### src/rtl/fetch_unit.sv
// fetch_unit: RISC-V instruction fetch stage.
// Holds the PC, drives the combinational instruction-memory read port, and
// captures the returned word into an IF/ID register. Decode takes that register
// with a valid/ready handshake.
// A redirect from execute flushes IF/ID and retargets the PC. An external
// halt request stops new fetches.
// Optional feature macro: FETCH_PERF_EN adds the perf_fetched and
// perf_stalled event counters.
module fetch_unit #(
    parameter int ADDR_WIDTH = 32,
    parameter int DATA_WIDTH = 32,
    parameter logic [ADDR_WIDTH-1:0] RESET_PC = '0
) (
    input  logic                  clk,
    input  logic                  rst_n,
    output logic [ADDR_WIDTH-1:0] imem_addr,
    input  logic [DATA_WIDTH-1:0] imem_rdata,
    input  logic                  redirect_valid,
    input  logic [ADDR_WIDTH-1:0] redirect_pc,
    input  logic                  halt_req,
    input  logic                  id_ready,
    output logic                  id_valid,
    output logic [DATA_WIDTH-1:0] id_instr,
    output logic [ADDR_WIDTH-1:0] id_pc,
    output logic [ADDR_WIDTH-1:0] id_pc_plus4,
    output logic                  misalign_err,
    output logic                  halted
`ifdef FETCH_PERF_EN
    ,
    output logic [31:0]           perf_fetched,
    output logic [31:0]           perf_stalled
`endif
);

    typedef enum logic [1:0] {
        ST_BOOT = 2'd0,
        ST_RUN  = 2'd1,
        ST_HALT = 2'd2
    } state_t;

    localparam logic [ADDR_WIDTH-1:0] PC_STEP = ADDR_WIDTH'(4);

    state_t                  state_reg;
    state_t                  state_next;
    logic [ADDR_WIDTH-1:0]   pc_reg;
    logic                    id_valid_reg;
    logic [DATA_WIDTH-1:0]   id_instr_reg;
    logic [ADDR_WIDTH-1:0]   id_pc_reg;
    logic [ADDR_WIDTH-1:0]   id_pc_plus4_reg;
    logic                    misalign_err_reg;

    logic                    in_boot;
    logic                    in_run;
    logic                    redirect_take;
    logic                    load;
    logic [ADDR_WIDTH-1:0]   pc_plus4;
    logic [ADDR_WIDTH-1:0]   redirect_aligned;

    // Redirects are ignored while booting. Everywhere else they override
    // load, stall and halt.
    assign in_boot          = (state_reg == ST_BOOT);
    assign in_run           = (state_reg == ST_RUN);
    assign redirect_take    = redirect_valid && !in_boot;
    assign load             = in_run && !halt_req && !redirect_valid
                              && (!id_valid_reg || id_ready);
    assign pc_plus4         = pc_reg + PC_STEP;
    assign redirect_aligned = {redirect_pc[ADDR_WIDTH-1:2], 2'b00};

    assign imem_addr    = pc_reg;
    assign id_valid     = id_valid_reg;
    assign id_instr     = id_instr_reg;
    assign id_pc        = id_pc_reg;
    assign id_pc_plus4  = id_pc_plus4_reg;
    assign misalign_err = misalign_err_reg;
    assign halted       = (state_reg == ST_HALT);

    // FSM state register.
    always_ff @(posedge clk or negedge rst_n) begin
        if (!rst_n) begin
            state_reg <= ST_BOOT;
        end else begin
            state_reg <= state_next;
        end
    end

    // Next-state logic. A redirect does not block RUN->HALT, because a
    // redirect cycle never loads.
    always_comb begin
        state_next = state_reg;
        unique case (state_reg)
            ST_BOOT: state_next = ST_RUN;
            ST_RUN:  if (halt_req && !load) state_next = ST_HALT;
            ST_HALT: if (!halt_req) state_next = ST_RUN;
            default: state_next = ST_BOOT;
        endcase
    end

    // PC and IF/ID register: redirect flushes, load captures, and an accepted
    // entry with no replacement drains.
    always_ff @(posedge clk or negedge rst_n) begin
        if (!rst_n) begin
            pc_reg           <= RESET_PC;
            id_valid_reg     <= 1'b0;
            id_instr_reg     <= '0;
            id_pc_reg        <= '0;
            id_pc_plus4_reg  <= '0;
            misalign_err_reg <= 1'b0;
        end else begin
            misalign_err_reg <= 1'b0;
            if (redirect_take) begin
                pc_reg           <= redirect_aligned;
                id_valid_reg     <= 1'b0;
                misalign_err_reg <= (redirect_pc[1:0] != 2'b00);
            end else if (load) begin
                id_instr_reg    <= imem_rdata;
                id_pc_reg       <= pc_reg;
                id_pc_plus4_reg <= pc_plus4;
                id_valid_reg    <= 1'b1;
                pc_reg          <= pc_plus4;
            end else if (id_valid_reg && id_ready) begin
                id_valid_reg <= 1'b0;
            end
        end
    end

`ifdef FETCH_PERF_EN
    logic [31:0] perf_fetched_reg;
    logic [31:0] perf_stalled_reg;

    assign perf_fetched = perf_fetched_reg;
    assign perf_stalled = perf_stalled_reg;

    // Event counters: one count per load, and one per RUN cycle in which decode
    // back-pressures a live entry. Both wrap naturally.
    always_ff @(posedge clk or negedge rst_n) begin
        if (!rst_n) begin
            perf_fetched_reg <= '0;
            perf_stalled_reg <= '0;
        end else begin
            if (load) begin
                perf_fetched_reg <= perf_fetched_reg + 32'd1;
            end
            if (in_run && id_valid_reg && !id_ready) begin
                perf_stalled_reg <= perf_stalled_reg + 32'd1;
            end
        end
    end
`endif

endmodule

### config.mk
export PLATFORM = sky130hd
export DESIGN_NAME = fetch_unit
export DESIGN_NICKNAME = d
export VERILOG_FILES = /design/src/rtl/fetch_unit.sv
export SDC_FILE = /design/constraint.sdc
export NUM_CORES = 1
export LEC_CHECK = 0
export CORE_MARGIN = 2
export CORE_UTILIZATION = 30
export DETAILED_ROUTE_END_ITERATION = 8
export GPL_ROUTABILITY_DRIVEN = 0
export PLACE_DENSITY_LB_ADDON = 0.12
export SYNTH_ARGS = -nofsm -noshare
export SYNTH_HDL_FRONTEND = slang
export SYNTH_SLANG_ARGS = --single-unit
export TNS_END_PERCENT = 50
### constraint.sdc
create_clock -name clk -period 3.4 [get_ports clk]
set_clock_uncertainty 0.05 [all_clocks]
set_input_delay 1.02 -clock clk [delete_from_list [all_inputs] [get_ports clk]]
set_output_delay 1.02 -clock clk [all_outputs]
set_load 0.01 [all_outputs]
# After elaboration in Yosys (flattened, before gate mapping)
# Cells that the tools add are included.
[classes]
n_addsub = 1
n_eq_ne = 4
muxes = 9
n_bitwise = 1
n_reduce_logical = 18
[op_table]
columns = ["operator", "count"]
rows = [
  ["$mux W32", 2],
  ["$add A32 B3 Y32 const B", 1],
  ["$logic_and A1 B1 Y1", 6],
  ["$pmux W2 S3", 1],
  ["$logic_not A1 Y1", 5],
  ["$mux W1", 4],
  ["$mux W2", 2],
  ["$reduce_and A2 Y1", 2],
  ["$reduce_bool A2 Y1", 2],
  ["$reduce_bool A3 Y1", 1],
  ["$eq A2 B1 Y1 const B", 1],
  ["$eq A2 B2 Y1 const B", 1],
  ["$logic_not A2 Y1", 1],
  ["$ne A2 B1 Y1 const B", 1],
  ["$ne A2 B2 Y1 const B", 1],
  ["$logic_or A1 B1 Y1", 1],
  ["$not A1 Y1", 1],
]
[word_totals]
register_bits = 132
in_bits = 69
output_inout_bits = 131
word_cells = 40

# Depth between registers and ports, before layout
[depth]
ltp_word = 8
ltp_mapped = 7
depth_no_buf = 6

# Worst setup path after synthesis
# Ideal clock, no wire load.
[synth_timing]
path_type = "input to register"
from = "input port id_ready"
to = "register pc_reg[10] (netlist: imem_addr[10])"
setup_time_ns = 0.126
arrival_ns = 1.984
required_time_ns = 3.224
slack_ns = 1.240
path_stages = 6
path_buffers = 2
cell_sequence = "nand2b_1 nand4b_1 clkbuf_8 buf_2 o21ai_0 a221o_1"
[synth_between]
elab_chain_len = 3
[synth_rtl]
columns = ["element", "line", "source"]
rows = [
  ["from (decl)", "21", "input logic id_ready,"],
  ["$logic_or A1 B1 Y1", "65", "&& (!id_valid_reg || id_ready);"],
  ["$logic_and A1 B1 Y1", "65", ""],
  ["$reduce_bool A2 Y1 (no source line)", "n/a", ""],
  ["to (signal assigned)", "111", "pc_reg <= redirect_aligned;"],
  ["to (signal assigned)", "119", "pc_reg <= pc_plus4;"],
  ["to (decl)", "45", "logic [ADDR_WIDTH-1:0] pc_reg;"],
]
# No other way between the ends.
# A chain may end at the register's enable or synchronous reset.

# Final worst setup path
[layout_timing]
from = "input port halt_req"
to = "register pc_reg[11] (netlist: imem_addr[11])"
[layout_between]
elab_chain_len = 5
[layout_rtl]
columns = ["element", "line", "source"]
rows = [
  ["from (decl)", "20", "input logic halt_req,"],
  ["$logic_not A1 Y1", "n/a", ""],
  ["$logic_and A1 B1 Y1 (2 in series)", "64", "assign load = in_run && !halt_req && !redirect_valid"],
  ["$logic_and A1 B1 Y1", "65", ""],
  ["$reduce_bool A2 Y1 (no source line)", "n/a", ""],
]
# No other way between the ends.

==> results by group <==
Floorplan
  • Initial cell density of the core: approximately 30%
  • Die area: ~20000 sq um
  • Die H: roughly 140 microns
  • IO Pins: 200
  • Die width: around 140 microns
  • Total core area: between 15000 and 20000 sq um
  • Number of cell rows: 50

Global route
  • Pin count of the biggest net entering global routing: 73
  • Tot GR Track Use: 17.1%
  • Gr ovfl total: 0
  • Vias in the first global route: approximately 4.8k
  • Initial antenna violation count: 0
  • Global-route wire length before repair: about 27 mm

Timing
  • Worst slew pin tran: 1.02 ns
  • Max-slew violation count: 0
  • Setup TNS: 0 ns
  • RSZ-0062 raised after global routing: false
  • Worst hold slack: approximately 0.42 ns
  • Achievable frequency: about 370 MHz
  • Crit path time final: 2.72 ns
  • # setup viols final: 0
  • Fin crit share: 80.1%
  • Final Hold Fails: 0
  • Rel. slew slack: a little under a third

Power and ir drop
  • NetSw: around 2400 uW
  • Clk pwr share: approximately 25%
  • Logic gate share of total power: a little under two fifths
  • Pwr per Cell Area: just under 900 nW/um^2
  • Switching Share: between 30 and 40%
  • Internal power: about 4900 uW
  • Reg power frac: ~37%
  • Worst vdd ir: between 0.0003 and 0.0004 V
  • P_leak: roughly 0.0037 uW

Finish
  • Commonest non-fill, non-tap cell in the layout: nand2_1
  • Share of cells above drive strength 1: ~6.4%
  • Nets@finish: 856
  • # diodes: 0
  • Max reg flops: 32
  • Most frequent cells in the layout: nand2_1, clkdlybuf4s50_1, dfrtp_1
  • Layout fillers: 1783
  • Final core occ: ~45%
  • Finished Cell Area: just over 8000 sq um
  • Area Overhead vs Synth: 47.4%
  • Final non-filler cell total: between 1k and 1.5k

Worst setup path
  • Worst-path fanout max: 20
  • CP arrival: just under 3 ns
  • Worst path cell trace: clkdlybuf4s50_1 -> nor2_1 -> and4b_2 -> nor2_2 -> o21ai_0 -> o311ai_0
  • Worst path required time: around 3.6 ns
  • Crit path max-delay family: simple AND/OR/NAND/NOR gates
  • CP peak stage delay: a little under 0.8 ns
  • R2R cell count: 6
  • Reg2reg start: imem_addr[3]
  • Crit Reg-Reg Endpoint: id_pc_plus4[28]
  • CP Launch Type: primary input
  • Worst path slowest cell: nor2_2
  • Crit Path Class: primary input to flop
  • Buf/Inv on CP: 1
  • R2r setup slk: between 1 and 1.5 ns
  • CP endpoint kind: flop

Route
  • Vias per cell: around 4.7
  • DRT iter0 DRCs: roughly 240
  • Post-route ant nets: 0
  • Post-detailed-routing wire length: roughly 17 mm
  • DR vias: 4816
  • DRT Pass-1 Iters: 5
  • # DRC: 0
  • Wire length per cell: 16.2 microns

Placed design
  • Placed Cells: approximately 1.0k
  • DP HPWL: 11.3 mm
  • Post-DP Area: ~7700 sq um
  • I/O Buffers: between 150 and 200

CTS
  • Skew-Pair Late Insertion Delay: just over 0.4 ns
  • CTS Sinks: around 130
  • Setup Fix Bufs, Post-CTS: 0
  • H-tree Lvls: 4
  • CTS max path bufs: 2
  • Hold_buf cts: 0
  • Root Driver: clkbuf_16
  • Post-cts sizing count: 0
  • Num CTS Buffers: 17
  • CTS tree: built
  • Clock transition at path regs: 0.06 ns

Synthesis
  • Syn. warnings: 0
  • Number of synthesized flops with an enable pin: 0
  • Number of synthesized register bits: 126
  • Unique masters post-synth: 45
  • Mapped Area: between 5000 and 6000 sq um
  • Cells after Synth: between 600 and 700
  • Sequential fraction of the synthesis area: ~56%
  • Avg Synthesized Cell Area: around 9.3 sq um
  • Post-synth ARST share: 100%
  • Main synth FF type: dfrtp_1

Job
  • Max-cap viol count: 0

Min path
  • Worst hold path type: flop to flop
  • Min-delay src: id_instr[10]
  • Min-Delay Endpoint: id_instr[10]
  • Hold Path Cell Cnt: 2

Run status
  • Status: finished, final reports clean
[worst reg2reg max path: cells and delay by family, from the launching register on]
family,cells,cell delay [ns]
simple gates,3,1.05
compound gates,1,0.08
flops,1,0.47
fa+ha+maj,1,0.33
xor+xnor,1,0.22
[worst max path at each step]
stage	cells past startpoint	slack (ns)	start	end
final	6	0.68	halt_req	imem_addr[11]
after global routing	6	0.47	halt_req	imem_addr[13]
after CTS	6	0.64	halt_req	imem_addr[5]
after detailed placement	6	0.23	halt_req	imem_addr[11]
after global placement	6	0.30	halt_req	imem_addr[6]
after floorplan	6	1.24	id_ready	imem_addr[10]
[cell usage after synthesis (all sizes together), types with 4 or more instances]
master / n / area share [%]
and3: 12 / 1.4
a21oi: 9 / 0.80
clkbuf: 15 / 1.6
nor4: 5 / 0.56
xor2: 20 / 3.1
a221o: 8 / 1.4
nand3: 12 / 1.3
o311ai: 6 / 0.93
xnor2: 8 / 1.2
nor2: 13 / 0.91
buf: 30 / 3.2
nor3b: 4 / 0.53
a22oi: 12 / 1.6
o21ai: 56 / 5.0
dfrtp: 126 / 56
nand2: 238 / 16
nand4: 11 / 1.2
[through the flow]
step                total power, uW  setup WS, ns
finish                         7330         0.678
global route                   7800         0.467
CTS                            7430         0.641
detailed placement             5540         0.226
global placement               5490         0.304
floorplan                      3800          1.24
[layout make-up]
cell class | instances | area, sq um | share of cell area, %
Multi-Input combinational cell | 437 | 2200 | 26.6
Tap cell | 234 | 293 | 3.53
Timing Repair Buffer | 203 | 2030 | 24.5
Inverter | 1 | 3.75 | 0.0453
Clock inverter | 11 | 140 | 1.69
Sequential cell | 126 | 3150 | 38.1
Clock buffer | 21 | 460 | 5.56
[layer usage]
layer | track usage (%) | part of all wire (%) | up-vias
li1 | - | - | 2363
met5 | 0 | 0 | -
met4 | 6.32 | 0.88 | 0
met2 | 26.6 | 46 | 150
met1 | 22.6 | 46 | 2294
met3 | 5.30 | 6.8 | 9
[logic make-up after synthesis]
logic type | after synthesis | synth area share, %
and+or+nand+nor | 307 | 23.8
DFF | 126 | 56.1
AOI/OAI and AO/OA | 95 | 10.3
buffers and inverters | 48 | 5.16
xor gates and xnor gates | 28 | 4.36
adders and majority gates | 1 | 0.222
other | 1 | 0.0667
[power groups by stage]
stage	logic, uW	clock network (uW)	registers (uW)
after floorplan	908	0	2890
after detailed placement	2790	0	2750
after CTS	2800	1890	2740
after global routing	3010	1970	2820
final	2750	1850	2730
after global placement	2760	0	2720
(Power assumes the default switching activity.)
